==> config.mk <==
export PLATFORM = sky130hd
export DESIGN_NAME = ft2232h_rx_flat
export DESIGN_NICKNAME = d
export VERILOG_FILES = /design/src/rtl/ft2232h_rx_pkg.sv /design/src/rtl/ft2232h_rx_if.sv /design/src/rtl/ft2232h_rx_fifo.sv /design/src/rtl/ft2232h_rx.sv /design/src/flat_wrapper.sv
export SDC_FILE = /design/constraint.sdc
export NUM_CORES = 1
export LEC_CHECK = 0
export BUFFER_PORTS_ARGS = -buffer_cell sky130_fd_sc_hd__buf_2
export CAP_MARGIN = 5
export CORE_MARGIN = 5
export CORE_UTILIZATION = 25
export DETAILED_ROUTE_END_ITERATION = 12
export GPL_ROUTABILITY_DRIVEN = 0
export SLEW_MARGIN = 15
export SYNTH_ARGS = -nofsm -noshare
export SYNTH_HDL_FRONTEND = slang
export SYNTH_SLANG_ARGS = --single-unit
export TNS_END_PERCENT = 10
==> constraint.sdc <==
create_clock -name clk -period 6.9 [get_ports clk]
set_input_delay 0.345 -clock clk [delete_from_list [all_inputs] [get_ports clk]]
set_output_delay 0.345 -clock clk [all_outputs]
set_load 0.01 [all_outputs]
==> src/rtl/ft2232h_rx_pkg.sv <==
// Shared types and constants for the FT2232H synchronous-245 read path.
package ft2232h_pkg;

   localparam int BYTE_W        = 8;
   localparam int OE_TURNAROUND = 1;

   typedef enum logic [1:0] {
      IDLE,
      OE_ON,
      READ,
      STOP
   } rx_state_t;

   // Width of an occupancy counter that must be able to hold the value depth itself.
   function automatic int level_w(input int depth);
      return $clog2(depth) + 1;
   endfunction

endpackage

==> src/rtl/ft2232h_rx_if.sv <==
// Valid/ready byte stream between the FT2232H read path and the user logic.
interface ft2232h_rx_if;
   import ft2232h_pkg::*;

   logic [BYTE_W-1:0] m_data;
   logic              m_valid;
   logic              m_ready;

   modport master (output m_data, output m_valid, input m_ready);
   modport slave  (input m_data, input m_valid, output m_ready);

endinterface

==> src/rtl/ft2232h_rx_fifo.sv <==
// First-word-fall-through synchronous byte FIFO with registered head (dout/valid) and occupancy.
module ft2232h_rx_fifo
   import ft2232h_pkg::*;
#(
   parameter int DEPTH = 16
) (
   input  logic                       clk,
   input  logic                       rst,
   input  logic                       wr_en,
   input  logic [BYTE_W-1:0]          din,
   input  logic                       rd_en,
   output logic [BYTE_W-1:0]          dout,
   output logic                       valid,
   output logic [level_w(DEPTH)-1:0]  level
);

   localparam int AW = $clog2(DEPTH);
   localparam int LW = level_w(DEPTH);

   logic [BYTE_W-1:0] r_mem [DEPTH];
   logic [AW-1:0]     r_wr_ptr;
   logic [AW-1:0]     r_rd_ptr;
   logic [LW-1:0]     r_level;
   logic [BYTE_W-1:0] r_dout;
   logic              r_valid;

   logic              w_wr;
   logic              w_rd;
   logic              w_bypass;
   logic [AW-1:0]     w_rd_ptr_nxt;
   logic [LW-1:0]     w_level_nxt;

   // A write into a full FIFO is discarded and leaves every pointer untouched.
   assign w_wr         = wr_en && (r_level != LW'(DEPTH));
   assign w_rd         = rd_en && r_valid;
   assign w_rd_ptr_nxt = r_rd_ptr + AW'(w_rd);
   assign w_level_nxt  = r_level + LW'(w_wr) - LW'(w_rd);
   assign w_bypass     = w_wr && (r_level == LW'(w_rd));

   // NOTE: the storage array has no reset; only pointers and flags need a known state.
   always_ff @(posedge clk) begin
      if (w_wr) r_mem[r_wr_ptr] <= din;
   end

   // NOTE: sequential state uses <= so every flop samples pre-edge values.
   always_ff @(posedge clk) begin
      if (rst) begin
         r_wr_ptr <= '0;
         r_rd_ptr <= '0;
         r_level  <= '0;
         r_dout   <= '0;
         r_valid  <= 1'b0;
      end else begin
         r_wr_ptr <= r_wr_ptr + AW'(w_wr);
         r_rd_ptr <= w_rd_ptr_nxt;
         r_level  <= w_level_nxt;
         r_valid  <= (w_level_nxt != '0);
         if (w_level_nxt != '0) r_dout <= w_bypass ? din : r_mem[w_rd_ptr_nxt];
      end
   end

   assign dout  = r_dout;
   assign valid = r_valid;
   assign level = r_level;

endmodule

==> src/rtl/ft2232h_rx.sv <==
// FT2232H synchronous-245 read path: OE#/RD# burst FSM, byte capture and FWFT stream buffer.
// Define FT2232H_RX_STATS_EN to add the rx_count / rx_overflow statistics outputs.
module ft2232h_rx
   import ft2232h_pkg::*;
#(
   parameter int FIFO_DEPTH = 16,
   parameter int AF_MARGIN  = 2
) (
   input  logic                            clk,
   input  logic                            rst,
   input  logic                            rxf,
   output logic                            oe,
   output logic                            rd,
   input  logic [BYTE_W-1:0]               data_in,
   ft2232h_rx_if.master                    m_stream,
   output logic [level_w(FIFO_DEPTH)-1:0]  fifo_level
`ifdef FT2232H_RX_STATS_EN
   ,
   output logic [31:0]                     rx_count,
   output logic                            rx_overflow
`endif
);

   localparam int LW = level_w(FIFO_DEPTH);

   rx_state_t         r_state;
   rx_state_t         w_state_nxt;
   logic              r_oe;
   logic              r_rd;
   logic              w_oe_nxt;
   logic              w_rd_nxt;
   logic              w_capture;
   logic              w_room_idle;
   logic              w_room_read;
   logic [LW-1:0]     w_level;
   logic [BYTE_W-1:0] w_dout;
   logic              w_valid;

   // rxf comes from the chip on the same clock, so it is used unsynchronised.
   assign w_capture   = !r_rd && !rxf;
   assign w_room_idle = (FIFO_DEPTH - int'(w_level)) > AF_MARGIN;
   assign w_room_read = (FIFO_DEPTH - int'(w_level) - int'(w_capture)) > AF_MARGIN;

   always_ff @(posedge clk) begin
      if (rst) begin
         r_state <= IDLE;
         r_oe    <= 1'b1;
         r_rd    <= 1'b1;
      end else begin
         r_state <= w_state_nxt;
         r_oe    <= w_oe_nxt;
         r_rd    <= w_rd_nxt;
      end
   end

   // NOTE: every output is defaulted first so no path through the case infers a latch.
   always_comb begin
      w_state_nxt = r_state;
      w_oe_nxt    = 1'b1;
      w_rd_nxt    = 1'b1;
      case (r_state)
         IDLE: begin
            if (!rxf && w_room_idle) begin
               w_state_nxt = OE_ON;
               w_oe_nxt    = 1'b0;
            end
         end
         OE_ON: begin
            w_oe_nxt = 1'b0;
            if (rxf) begin
               w_state_nxt = STOP;
            end else begin
               w_state_nxt = READ;
               w_rd_nxt    = 1'b0;
            end
         end
         READ: begin
            w_oe_nxt = 1'b0;
            if (rxf || !w_room_read) w_state_nxt = STOP;
            else                     w_rd_nxt    = 1'b0;
         end
         STOP:    w_state_nxt = IDLE;
         default: w_state_nxt = IDLE;
      endcase
   end

   ft2232h_rx_fifo #(
      .DEPTH (FIFO_DEPTH)
   ) u_fifo (
      .clk   (clk),
      .rst   (rst),
      .wr_en (w_capture),
      .din   (data_in),
      .rd_en (m_stream.m_ready),
      .dout  (w_dout),
      .valid (w_valid),
      .level (w_level)
   );

   assign oe               = r_oe;
   assign rd               = r_rd;
   assign fifo_level       = w_level;
   assign m_stream.m_data  = w_dout;
   assign m_stream.m_valid = w_valid;

`ifdef FT2232H_RX_STATS_EN
   logic [31:0] r_rx_count;
   logic        r_rx_overflow;
   logic        w_full;

   assign w_full = (w_level == LW'(FIFO_DEPTH));

   always_ff @(posedge clk) begin
      if (rst) begin
         r_rx_count    <= '0;
         r_rx_overflow <= 1'b0;
      end else begin
         if (w_capture)           r_rx_count    <= r_rx_count + 32'd1;
         if (w_capture && w_full) r_rx_overflow <= 1'b1;
      end
   end

   assign rx_count    = r_rx_count;
   assign rx_overflow = r_rx_overflow;
`endif

endmodule

==> src/flat_wrapper.sv <==
// flat-port wrapper written by rule: the top's interface ports become plain ports
module ft2232h_rx_flat import ft2232h_pkg::*;
#(
   parameter int FIFO_DEPTH = 16,
   parameter int AF_MARGIN  = 2
)
  (clk, rst, rxf, oe, rd, data_in, fifo_level, m_stream_m_data, m_stream_m_valid, m_stream_m_ready);
  ft2232h_rx_if m_stream_i ();
  input  logic clk;
  input  logic rst;
  input  logic rxf;
  output logic oe;
  output logic rd;
  input  logic [BYTE_W-1:0] data_in;
  output logic [level_w(FIFO_DEPTH)-1:0] fifo_level;
  output wire logic [$bits(m_stream_i.m_data)-1:0] m_stream_m_data;
  output wire logic [$bits(m_stream_i.m_valid)-1:0] m_stream_m_valid;
  input wire logic [$bits(m_stream_i.m_ready)-1:0] m_stream_m_ready;
  assign m_stream_m_data = m_stream_i.m_data;
  assign m_stream_m_valid = m_stream_i.m_valid;
  assign m_stream_i.m_ready = m_stream_m_ready;
  ft2232h_rx #(.FIFO_DEPTH(FIFO_DEPTH), .AF_MARGIN(AF_MARGIN)) u_core (.clk(clk), .rst(rst), .rxf(rxf), .oe(oe), .rd(rd), .data_in(data_in), .m_stream(m_stream_i), .fifo_level(fifo_level));
endmodule
Word level (Yosys, flattened, before mapping)
Memories as Yosys holds them, arrays and structs flattened.
Cells that the tools add are included.
- $add $sub $neg: 6
- order comparisons: 2
- equality and inequality tests: 7
- reduce and logical (&&, ||, !) cells: 13
- muxes and demuxes: 12
- operator list (operator ; number):
    $gt A32 B3 Y1 const B ; 2
    $sub A32 B2 Y32 ; 1
    $add A4 B1 Y4 ; 2
    $mux W8 ; 1
    $pmux W2 S4 ; 1
    $mux W1 ; 6
    $sub A5 B5 Y6 const A ; 1
    $add A5 B1 Y5 ; 1
    $eq A5 B1 Y1 ; 1
    $logic_and A1 B1 Y1 ; 5
    $ne A5 B5 Y1 const B ; 1
    $reduce_bool A5 Y1 ; 1
    $sub A5 B1 Y5 ; 1
    $eq A2 B2 Y1 const B ; 2
    $mux W2 ; 2
    $ne A2 B1 Y1 const B ; 2
    $pmux W1 S2 ; 2
    $logic_not A1 Y1 ; 3
    $eq A2 B1 Y1 const B ; 1
    $logic_not A2 Y1 ; 1
    $reduce_and A2 Y1 ; 1
    $reduce_or A2 Y1 ; 1
    $logic_or A1 B1 Y1 ; 1
- bits in writable memories: 128
- word-level logic and storage cells: 49
- bits of input ports: 12
- output and inout bits: 16
- memories kept: 1
- register bits after elaboration: 26
- memory list (memory ; depth ; bits a word ; read ports ; clocked after Yosys merged registers in ; write ports ; RTL line ; source):
    u_core.u_fifo.r_mem ; 16 ; 8 ; 1 ; 0 ; 1 ; ft2232h_rx_fifo.sv:20 ; logic [BYTE_W-1:0] r_mem [DEPTH];

Depth between registers and ports, before layout
Gate-level depths: netlist (run 1).
- depth in word-level cells: 8
- depth in mapped cells: 18
- depth with buffers taken out: 16

Cells and area by module
From an unflattened synthesis (run 1), not the netlist that was laid out.
- cells, all modules: 385
- area, all modules: 6616.3 sq um
- modules (own cells, without submodules) (module ; seq. area each (sq um) ; cells an instance ; area an instance (sq um) ; instances):
    ft2232h_rx_fifo ; 4284.1 ; 327 ; 6138.4 ; 1
    ft2232h_rx ; 80.1 ; 58 ; 478.0 ; 1

Worst setup path before layout (run 1)
OpenSTA, ideal clock, no wires.
- path type: flip-flop to flip-flop
- start point: reg u_core.u_fifo.r_level[1] (netlist: u_core.u_fifo.level[1])
- end point: reg u_core.u_fifo.r_dout[0] (netlist: u_core.u_fifo.dout[0])
- required time: 6814 ps
- stages on the path, launching flop included: 19
- data arrival time: 3486 ps
- slack: 3328 ps
- setup time: 86 ps
- buffers on the path: 2
- clock period less this slack: 3572 ps
- path through: dfxtp_1 inv_1 ha_1 and2_1 ha_1 or3_1 buf_6 ha_1 inv_1 ha_1 inv_1 fa_1 o21bai_1 a21oi_1 xor2_1 nand3_1 clkbuf_1 nor2_1 a211oi_1
- word-level cells in the longest chain between the ends: 5
- elaborated cells between the ends (all ways): 8
- classes of those cells: 2 x add/sub; 2 x eq/ne; 1 x mux; 3 x reduce/logical
- ends and longest elaborated chain (what ; RTL line ; source):
    start, declared ; ft2232h_rx_fifo.sv:23 ; logic [LW-1:0] r_level;
    start signal, assigned ; ft2232h_rx_fifo.sv:56 ; r_level <= w_level_nxt;
    $ne A5 B5 Y1 ; ft2232h_rx_fifo.sv:34 ; assign w_wr = wr_en && (r_level != LW'(DEPTH));
    $logic_and A1 B1 Y1 ; ft2232h_rx_fifo.sv:34 ;
    $add A5 B1 Y5 ; ft2232h_rx_fifo.sv:37 ; assign w_level_nxt = r_level + LW'(w_wr) - LW'(w_rd);
    $sub A5 B1 Y5 ; ft2232h_rx_fifo.sv:37 ;
    $reduce_bool A5 Y1 ; ft2232h_rx_fifo.sv:58 ; if (w_level_nxt != '0) r_dout <= w_bypass ? din : r_mem[w_rd_ptr_nxt];
    end signal, assigned ; ft2232h_rx_fifo.sv:58 ;
    end, declared ; ft2232h_rx_fifo.sv:24 ; logic [BYTE_W-1:0] r_dout;
Parallel ways exist; a longest one is shown, timed or not.
A chain may end at the register's enable or synchronous reset.

Final worst setup path (run 1)
- start point: reg u_core.u_fifo.r_level[0] (netlist: u_core.u_fifo.level[0])
- end point: reg u_core.u_fifo.r_dout[4] (netlist: u_core.u_fifo.dout[4])
Same word-level chain as after synthesis.

==> results.ini, run 1 <==
[outcome]
status = completed

[worst_setup_path]
timing.rr.start = u_core.u_fifo.level[0]$_SDFF_PP0_
cp_data_arrival_time_ps = 4200
crit_path_start = u_core.u_fifo.level[0]$_SDFF_PP0_
cp_common_cell = ha_1
crit_path_start_kind = register
critical_path_class = register to register
crit_fanout = 16
worst_setup_path_end_kind = register
cpPeakStageDelay_ps = 450
critical_path.slowest_cell = dfxtp_1
worst_ep_required_time_ps = 7220
critical_path_cell_sequence = inv_1 -> ha_1 -> and2_1 -> ha_1 -> or3_1 -> ha_1 -> inv_1 -> ha_1 -> inv_1 -> fa_1 -> o21bai_1 -> a21oi_1 -> xor2_1 -> nand3_1 -> a211oi_1

[timing]
timing.final.ws_setup_ps = 3020
fin_crit_ps = 3880
final-hold-violation-count = 0
final-setup-viol-count = 0
rsz0062_at_grt = false
worst_slew_pin_slew_ps = 1090
slew_headroom_pct = 27.0
drv_slew = 0
clock-skew-final_ps = 9.65
fin_tns_setup_ps = 0
fin_crit_sh_pct = 56.2
max_clock_freq_ghz = 0.258

[die]
io-pin-count = 28
placement_rows = 59
initial_core_utilization_pct = 25.4
die_y_um = 173
placeableCoreArea_mm2 = 0.0261
floorplan.die_area_mm2 = 0.0299
die_width_um = 173

[clock_network]
holdBufCountCts = 0
htree_num_levels = 4
clock-root-buffer = clkbuf_16
path_clk_slew_ps = 60
worstSkewPairLatency_ps = 410
post_cts_sizing = 0
buffer_count_from_post_cts_setup_fixing = 0
clock_tree_from_tritoncts = done
cts_num_sinks = 154
num_cts_buffers = 17
cts_max_path_buffers = 2

[pwr]
p_per_area_mw_per_mm2 = 369
peakVddDrop_v = 0.000193
total_leakage_power_uw = 0.00257

[grt]
antenna_violations_before_repair = 0
groute.usage.overall_pct = 9.20
grt_max_degree = 34
grt_pass1_vias = 3834
grt.overflow.total = 0
grt_pass1_wl_um = 21400

[yosys]
postSynth.topFlopCell = edfxtp_1
syn-cell-area_mm2 = 0.00663
synthArstFlopShare_pct = 0
seq_area_frac_synth_pct = 65.8
yosysUniqueCellTypes = 43
syn-instance-count = 428
synthesis.area_per_instance_um2 = 15.5
number_of_synthesized_flops_with_an_enable_pin = 128
yosys_warnings = 0
ys_ff_latch = 154
number_of_nets_in_the_synthesized_netlist = 471

[cells_and_area]
fin_cells = 804
ff_latch_area_mm2 = 0.00436
layout_overhead_on_the_synthesized_area_pct = 15.7
multiInputGateArea_mm2 = 0.00215
num-nets-final = 501
antennaDiodeCount = 0
fillers = 2600
drive_above_1_share_pct = 20.5
layout.cell_area.non_filler_mm2 = 0.00767

[route]
wl_per_cell_um = 17.2
drtIter0Drc = 269
number_of_vias_in_the_routed_layout = 3651
drt_pass1_iterations = 5
totalWireLength_um = 13800
vias_per_cell = 4.54
route.detailed.drc = 0
antenna_violating_nets_post_route = 0

[place]
pre_cts_slack_ps = 3020
post_dp_cell_area_mm2 = 0.00712
placed_cells = 774
port-buffer-count = 27
detailed_place_hpwl_um = 9280

[run]
drv_cap = 0

[hold_path]
hold_start = rxf
min-delay-path-class = input port to register

==> power breakdown <==
part	internal (uW)	leakage (uW)	total (uW)	switching, uW
clock	491	0.000247	848	357
sequential	1070	0.00137	1110	46.4
combinational	388	0.000955	866	478
total	1940	0.00257	2830	881
==> cell usage in the layout, fill, tap and decap left out, drive strengths merged, types with 2 or more instances in the layout <==
cell type	netlist	final
buf	7	30
nand2b	4	4
ha	30	30
nor2b	7	7
xor2	4	4
o21ai	2	2
nand3	11	11
inv	13	15
nand2	38	38
clkinvlp	0	4
a211oi	18	18
a21oi	22	22
xnor2	6	6
clkinv	0	4
clkbuf	12	19
a21o	2	2
o21bai	2	2
or3	2	2
mux4	32	32
and2	2	2
nor3	6	6
nor2	34	34
dfxtp	26	26
and3b	2	2
nand4b	2	2
nand3b	2	2
edfxtp	128	128
==> critical path: cells and delay by family, from the launching register on <==
kind / cells / cell delay [ps]
flip-flops: 1 / 450
adder cells (fa/ha/maj): 5 / 1270
AND/OR/NAND/NOR: 3 / 1000
XOR/XNOR: 1 / 220
buffers and inverters: 3 / 240
AO/OA/AOI/OAI: 3 / 610
==> cell usage after synthesis (4+ instances only) <==
cell type,n,area (um2)
mux4_2,32,721
nand2_1,38,143
clkbuf_1,12,45.0
nand3_1,11,55.1
nor3_1,6,30.0
nor2b_1,7,43.8
xor2_1,4,35.0
inv_1,13,48.8
edfxtp_1,128,3840
nand2b_1,4,25.0
xnor2_1,6,52.6
ha_1,30,375
nor2_1,34,128
a21oi_1,22,110
buf_2,5,25.0
dfxtp_1,26,521
a211oi_1,17,128
==> sequential cells by signal, summed over array words and instances (netlist names) <==
name,count
u_core.u_fifo.valid,1
u_core.u_fifo.r_mem,128
u_core.u_fifo.level,5
u_core.u_fifo.dout,8
u_core.rd,1
u_core.oe,1
u_core.u_fifo.r_rd_ptr,4
u_core.u_fifo.r_wr_ptr,4
u_core.r_state,2
==> final timing paths <==
kind                                              to  cells after the start  slack, ps
setup / recovery  u_core.u_fifo.dout[4]$_SDFFE_PP0P_                     15       3020
hold / removal                  u_core.rd$_SDFF_PP1_                      3        310
setup reg to reg  u_core.u_fifo.dout[4]$_SDFFE_PP0P_                     15       3020
hold reg to reg   u_core.u_fifo.dout[7]$_SDFFE_PP0P_                      2        510
==> cells by family (layout without fill, tap and decap cells) <==
family,after synthesis,after routing,share of synthesized area [%]
flip-flops,154,154,65.8
AND/OR/NAND/NOR,115,115,8.15
AO/OA/AOI/OAI,52,52,5.23
multiplexers,33,33,11.0
buffers and inverters,32,73,2.13
adder cells (fa/ha/maj),31,31,5.96
XOR/XNOR,11,11,1.66
==> per-layer routing <==
metal	global-route usage, %	vias up	routed length (um)
met5	0	-	0
met3	3.06	11	799
met2	14.1	104	6470
met4	2.26	0	125
li1	-	1691	-
met1	12.6	1845	6440
==> cell type report <==
| type | count | area share (%) |
|---|---|---|
| Tap cell | 335 | 5.47 |
| Sequential cell | 154 | 56.9 |
| Inverter | 13 | 0.636 |
| Clock inverter | 11 | 1.29 |
| Multi-Input combinational cell | 242 | 28.0 |
| Timing Repair Buffer | 30 | 2.06 |
| Clock buffer | 19 | 5.65 |
==> per-stage QoR <==
stage | hold WS (ps) | utilization, % | power, uW
2_1_floorplan | 444 | - | 1770
3_3_place_gp | 496 | 27.3 | 1970
3_5_place_dp | 498 | 27.3 | 2000
4_1_cts | 287 | 29.3 | 2850
5_1_grt | 345 | 29.4 | 2990
6_report | 311 | 29.4 | 2830
Note: power is estimated with default switching activity, not from simulation.
==> run 2: changes to the inputs <==
- clock period: 6.9 -> 3.66 ns (I/O delays scaled with it)
==> results.ini, run 2 (same netlist as run 1, synthesis figures left out) <==
[pwr]
p_per_area_mw_per_mm2 = 727
total_leakage_power_uw = 0.00270
comb_power_share_pct = 34.7
clockPowerShare_pct = 29.2
share_seq_of_total_power_pct = 36.1
peakVddDrop_v = 0.000535
netSwitchingPower_uw = 1930
cellInternalPower_uw = 3860
switching_share_of_total_power_pct = 33.3

[route]
vias_per_cell = 4.61
antenna_violating_nets_post_route = 0
totalWireLength_um = 14900
route.detailed.drc = 0
drtIter0Drc = 387
number_of_vias_in_the_routed_layout = 3823
drt_pass1_iterations = 5
wl_per_cell_um = 17.9

[clock_network]
num_cts_buffers = 17
htree_num_levels = 4
cts_max_path_buffers = 2
clock_tree_from_tritoncts = done
clock-root-buffer = clkbuf_16
cts_num_sinks = 154
worstSkewPairLatency_ps = 420
path_clk_slew_ps = 70
holdBufCountCts = 0

[worst_setup_path]
timing.rr.start = u_core.u_fifo.level[2]$_SDFF_PP0_
rr_endpoint = u_core.u_fifo.dout[7]$_SDFFE_PP0P_
timing.reg2reg.worst_path_depth = 16
crit_fanout = 8
worst_setup_path_end_kind = register
crit_path_start_kind = register
worst_ep_required_time_ps = 3990
critical_path_class = register to register
regToRegSetupSlack_ps = 180
cp_data_arrival_time_ps = 3810

[die]
die_y_um = 173
die_width_um = 173
initial_core_utilization_pct = 25.4
placement_rows = 59
io-pin-count = 28
placeableCoreArea_mm2 = 0.0261
floorplan.die_area_mm2 = 0.0299

[hold_path]
hold_start = data_in[5]
whs_path_depth = 1
min_delay_worst_endpoint = u_core.u_fifo.r_mem[10][5]$_DFFE_PP_
min-delay-path-class = input port to register

[grt]
groute.usage.overall_pct = 9.99
grt.overflow.total = 0
grt_pass1_wl_um = 23000
grt_pass1_vias = 4021
antenna_violations_before_repair = 0
grt_max_degree = 27

[place]
detailed_place_hpwl_um = 10000
port-buffer-count = 27
pre_cts_slack_ps = -57.9
placed_cells = 795
post_dp_cell_area_mm2 = 0.00727

[cells_and_area]
final_util_pct = 30.6
regMostFlops = u_core.u_fifo.r_mem
drive_above_1_share_pct = 28.3
layout_commonest_cell = edfxtp_1
fin_cells = 830
max_reg_flops = 128
fillers = 2545
layout_overhead_on_the_synthesized_area_pct = 20.2
final_cell_mix = 128 x edfxtp_1, 38 x nand2_1, 32 x mux4_2
layout.cell_area.non_filler_mm2 = 0.00797
antennaDiodeCount = 0
num-nets-final = 525

[run]
drv_cap = 0

[timing]
max_clock_freq_ghz = 0.287
final-setup-viol-count = 0
fin_crit_ps = 3480
timing.final.ws_setup_ps = 180
clock-skew-final_ps = 9.10
fin_crit_sh_pct = 95.1
slew_headroom_pct = 45.2
worst_slew_pin_slew_ps = 819
final-hold-violation-count = 0
drv_slew = 0

[outcome]
status = completed

==> run 2: cell types whose count changed in the layout (fill, tap and decap cells not counted), moves of 3 or more <==
cell and change:
nor2_2 +5, nor3_2 -3, nor2_1 -8, nor3_1 +3, a211oi_2 +5, nor2_4 +3, buf_4 +23, a211oi_1 -5
inv_6 +3
==> run 2: metrics by stage <==
stage	hold WS, ps	TNS (ps)	power [uW]
finish	179	0	5790
floorplan	282	0	3340
CTS	169	0	5540
global route	172	-156	6130
global placement	489	0	3760
detailed placement	503	-74.4	3840
==> run 2: timing repair <==
action	4_1_cts	5_1_grt
gates resized for setup	1	25
endpoints found under the setup margin	4	10
buffers inserted	0	2
pin swaps	0	5
endpoints found under the hold margin	0	0
gates cloned	0	1
==> run 2: final cells by class <==
cell class                      count  area (um2)  area share [%]
Sequential cell                   154        4370            54.9
Timing Repair Buffer               53         330            4.15
Clock inverter                     15         138            1.73
Inverter                           13        48.8           0.613
Clock buffer                       17         425            5.34
Tap cell                          335         419            5.26
Multi-Input combinational cell    243        2230            28.1
==> run 2: worst max-delay path by stage <==
| stage | to | cells past startpoint | from |
|---|---|---|---|
| after floorplan | u_core.u_fifo.dout[0]$_SDFFE_PP0P_ | 18 | u_core.u_fifo.level[1]$_SDFF_PP0_ |
| after global placement | u_core.u_fifo.dout[4]$_SDFFE_PP0P_ | 16 | u_core.u_fifo.level[2]$_SDFF_PP0_ |
| after detailed placement | u_core.u_fifo.dout[3]$_SDFFE_PP0P_ | 15 | u_core.u_fifo.level[2]$_SDFF_PP0_ |
| after CTS | u_core.u_fifo.dout[3]$_SDFFE_PP0P_ | 15 | u_core.u_fifo.level[2]$_SDFF_PP0_ |
| after global routing | u_core.u_fifo.dout[7]$_SDFFE_PP0P_ | 16 | u_core.u_fifo.level[2]$_SDFF_PP0_ |
| final | u_core.u_fifo.dout[7]$_SDFFE_PP0P_ | 16 | u_core.u_fifo.level[2]$_SDFF_PP0_ |
==> run 2: worst max-delay path, stage by stage (launching register included) <==
cell	delay [ps]
dfxtp_4	370
inv_1	80
ha_1	210
and2_1	160
ha_1	160
or3_1	340
ha_1	280
inv_1	60
ha_1	160
inv_1	60
fa_2	360
o21bai_1	180
a21oi_2	100
xor2_2	290
buf_4	190
nand3_4	120
a211oi_2	290
==> run 2: power by group through the flow <==
stage	clock [uW]	combinational (uW)	sequential (uW)
after floorplan	0	1190	2150
after global placement	0	1660	2100
after detailed placement	0	1720	2110
after CTS	1720	1740	2080
after global routing	1830	2210	2100
final	1690	2010	2090
==> run 2: layer usage <==
layer	global-route usage, %	part of all wire, %
met4	2.75	0.93
met3	3.03	6.3
met1	13.0	44
met5	0	0
met2	16.2	49
==> run 3: changes to the inputs <==
- ABC_AREA: unset -> 1
==> results.ini, run 3 <==
[outcome]
status = completed

[timing]
fin_crit_sh_pct = 92.4
fin_crit_ps = 3380
clock-skew-final_ps = 8.53
fin_tns_setup_ps = 0
rsz0062_at_grt = false
drv_slew = 0
timing.final.ws_setup_ps = 277
worst_slew_pin_slew_ps = 1020
slew_headroom_pct = 32.1
final-setup-viol-count = 0
final-hold-violation-count = 0
max_clock_freq_ghz = 0.296

[worst_setup_path]
timing.reg2reg.worst_path_depth = 18
worst_setup_path_end_kind = register
worstPathBufferInverterCount = 6
crit_path_start_kind = register
path_delay_family = adder cells
critical_path_class = register to register
cp_common_cell = inv_1
crit_fanout = 6
cpPeakStageDelay_ps = 430
critical_path.slowest_cell = dfxtp_1
timing.rr.start = u_core.u_fifo.level[1]$_SDFF_PP0_
worst_ep_required_time_ps = 3960
cp_data_arrival_time_ps = 3680
rr_endpoint = u_core.u_fifo.dout[4]$_SDFFE_PP0P_
regToRegSetupSlack_ps = 280
critical_path_cell_sequence = inv_1 -> ha_1 -> nand2_1 -> inv_1 -> ha_1 -> nor3_4 -> inv_1 -> ha_1 -> inv_1 -> ha_1 -> inv_1 -> fa_1 -> o31ai_2 -> xnor2_1 -> nand3_2 -> buf_4 -> o211ai_1 -> a21oi_1

[die]
die_y_um = 177
die_width_um = 177
placeableCoreArea_mm2 = 0.0276
floorplan.die_area_mm2 = 0.0312
io-pin-count = 28
initial_core_utilization_pct = 25.2
placement_rows = 61

[route]
drtIter0Drc = 328
number_of_vias_in_the_routed_layout = 4700
vias_per_cell = 4.55
wl_per_cell_um = 15.7
antenna_violating_nets_post_route = 0
drt_pass1_iterations = 5
totalWireLength_um = 16200
route.detailed.drc = 0

[grt]
groute.usage.overall_pct = 10.7
grt_pass1_wl_um = 25700
grt.overflow.total = 0
grt_max_degree = 65
grt_pass1_vias = 4639
antenna_violations_before_repair = 2

[hold_path]
min_delay_worst_endpoint = u_core.u_fifo.level[1]$_SDFF_PP0_
min-delay-path-class = input port to register
hold_start = rst
whs_path_depth = 2

[clock_network]
htree_num_levels = 4
clock-root-buffer = clkbuf_16
clock_tree_from_tritoncts = done
num_cts_buffers = 17
worstSkewPairLatency_ps = 420
holdBufCountCts = 0
path_clk_slew_ps = 70
cts_num_sinks = 154
cts_max_path_buffers = 2

[yosys]
synth_top_cell_area_share_pct = 55.3
number_of_synthesized_flops_with_an_enable_pin = 128
ys_ff_latch = 154
synthArstFlopShare_pct = 0
yosys_warnings = 0
postSynth.topFlopCell = edfxtp_1
synth.largest_area_cell = edfxtp_1
number_of_nets_in_the_synthesized_netlist = 655
cell_types_occupying_the_most_area_after_synthesis = edfxtp_1 55%, dfxtp_1 7.5%, nor2_1 6.0%
yosysUniqueCellTypes = 38
yosysMostFrequentCell = edfxtp_1
syn-instance-count = 612
yosys-top-cells-count = 128 x edfxtp_1, 111 x nor2_1, 53 x o21ai_0, 44 x nand2_1, 37 x inv_1
synthesis.area_per_instance_um2 = 11.4
seq_area_frac_synth_pct = 62.8
syn-cell-area_mm2 = 0.00695

[pwr]
clockPowerShare_pct = 28.7
comb_power_share_pct = 35.4
peakVddDrop_v = 0.000329
share_seq_of_total_power_pct = 35.9
p_per_area_mw_per_mm2 = 722
total_leakage_power_uw = 0.00282
switching_share_of_total_power_pct = 37.5
netSwitchingPower_uw = 2190
totalPowerFinal_uw = 5840
cellInternalPower_uw = 3650

[cells_and_area]
layout.cell_area.non_filler_mm2 = 0.00809
layout_commonest_cell = edfxtp_1
fin_cells = 1034
final_cell_mix = 128 x edfxtp_1, 111 x nor2_1, 53 x o21ai_0
layout_overhead_on_the_synthesized_area_pct = 16.4
regMostFlops = u_core.u_fifo.r_mem
max_reg_flops = 128
drive_above_1_share_pct = 15.0
num-nets-final = 685

[place]
port-buffer-count = 27
placed_cells = 1000
post_dp_cell_area_mm2 = 0.00750
pre_cts_slack_ps = 253
detailed_place_hpwl_um = 10600

[run]
drv_cap = 0

-- run 3: cell count changes after synthesis, moves of 18 or more --
cell      previous run  this run
o21ai_0              1        53
mux4_2              32         0
nand3_1             11        29
o211ai_1             1        23
inv_1               13        37
nor2_1              34       111
-- run 3: cell families (layout without fill, tap and decap cells) --
logic type,after synthesis,after routing,synth area share (%)
AOI/OAI and AO/OA,139,139,12.5
other,0,1,0
buffers and inverters,70,113,4.23
adders and majority gates,31,31,5.69
DFF,154,154,62.8
xor gates and xnor gates,6,6,0.864
and+or+nand+nor,212,212,14.0
-- run 3: timing repair --
| action | 4_1_cts | 5_1_grt |
|---|---|---|
| endpoints found under the setup margin | 0 | 8 |
| resized for setup | 0 | 2 |
| setup buffers | 0 | 1 |
-- run 3: worst max-delay path by stage --
stage / startpoint / to / slack [ps] / cells past startpoint
detailed placement: u_core.u_fifo.level[1]$_SDFF_PP0_ / u_core.u_fifo.dout[4]$_SDFFE_PP0P_ / 250 / 18
CTS: u_core.u_fifo.level[1]$_SDFF_PP0_ / u_core.u_fifo.dout[4]$_SDFFE_PP0P_ / 220 / 18
global route: u_core.u_fifo.level[1]$_SDFF_PP0_ / u_core.u_fifo.dout[3]$_SDFFE_PP0P_ / 20 / 18
global placement: u_core.u_fifo.level[1]$_SDFF_PP0_ / u_core.u_fifo.dout[5]$_SDFFE_PP0P_ / 370 / 18
finish: u_core.u_fifo.level[1]$_SDFF_PP0_ / u_core.u_fifo.dout[4]$_SDFFE_PP0P_ / 280 / 18
floorplan: u_core.u_fifo.level[1]$_SDFF_PP0_ / u_core.u_fifo.dout[6]$_SDFFE_PP0P_ / 430 / 19
-- run 3: final cells by class --
| type | instances | area, um2 |
|---|---|---|
| Antenna cell | 1 | 2.50 |
| Clock buffer | 18 | 429 |
| Clock inverter | 14 | 140 |
| Fill cell | 2908 | 19500 |
| Inverter | 44 | 169 |
| Multi-Input combinational cell | 388 | 2300 |
| Sequential cell | 154 | 4360 |
| Tap cell | 378 | 473 |
| Timing Repair Buffer | 37 | 210 |
-- run 3: routing by layer --
layer | routed length [um] | global-route usage (%) | share of wire [%] | vias up
met5 | 13 | 0 | 0.080 | -
met4 | 232 | 3.32 | 1.4 | 2
met3 | 1180 | 3.80 | 7.3 | 20
met2 | 7320 | 16.6 | 45 | 120
met1 | 7470 | 14.2 | 46 | 2281
li1 | - | - | - | 2277
-- run 3: power groups by stage --
stage                     Clock (uW)  Combinational [uW]  Sequential, uW
after floorplan                    0                1510            2150
after global placement             0                2000            2130
after detailed placement           0                2040            2140
after CTS                       1710                2040            2100
after global routing            1790                2330            2110
final                           1680                2070            2100
-- run 3: worst reg2reg max path, cell delays in order, from the launching register on --
cell	delay, ps
dfxtp_1	430
inv_1	130
ha_1	240
nand2_1	70
inv_1	40
ha_1	200
nor3_4	120
inv_1	60
ha_1	260
inv_1	60
ha_1	160
inv_1	60
fa_1	420
o31ai_2	300
xnor2_1	200
nand3_2	160
buf_4	190
o211ai_1	90
a21oi_1	90
-- run 3: metrics by stage --
stage          util (%)  hold WS [ps]
2_1_floorplan         -           282
3_3_place_gp       27.2           477
3_5_place_dp       27.2           468
4_1_cts            29.2           117
5_1_grt            29.3           152
6_report           29.3           133
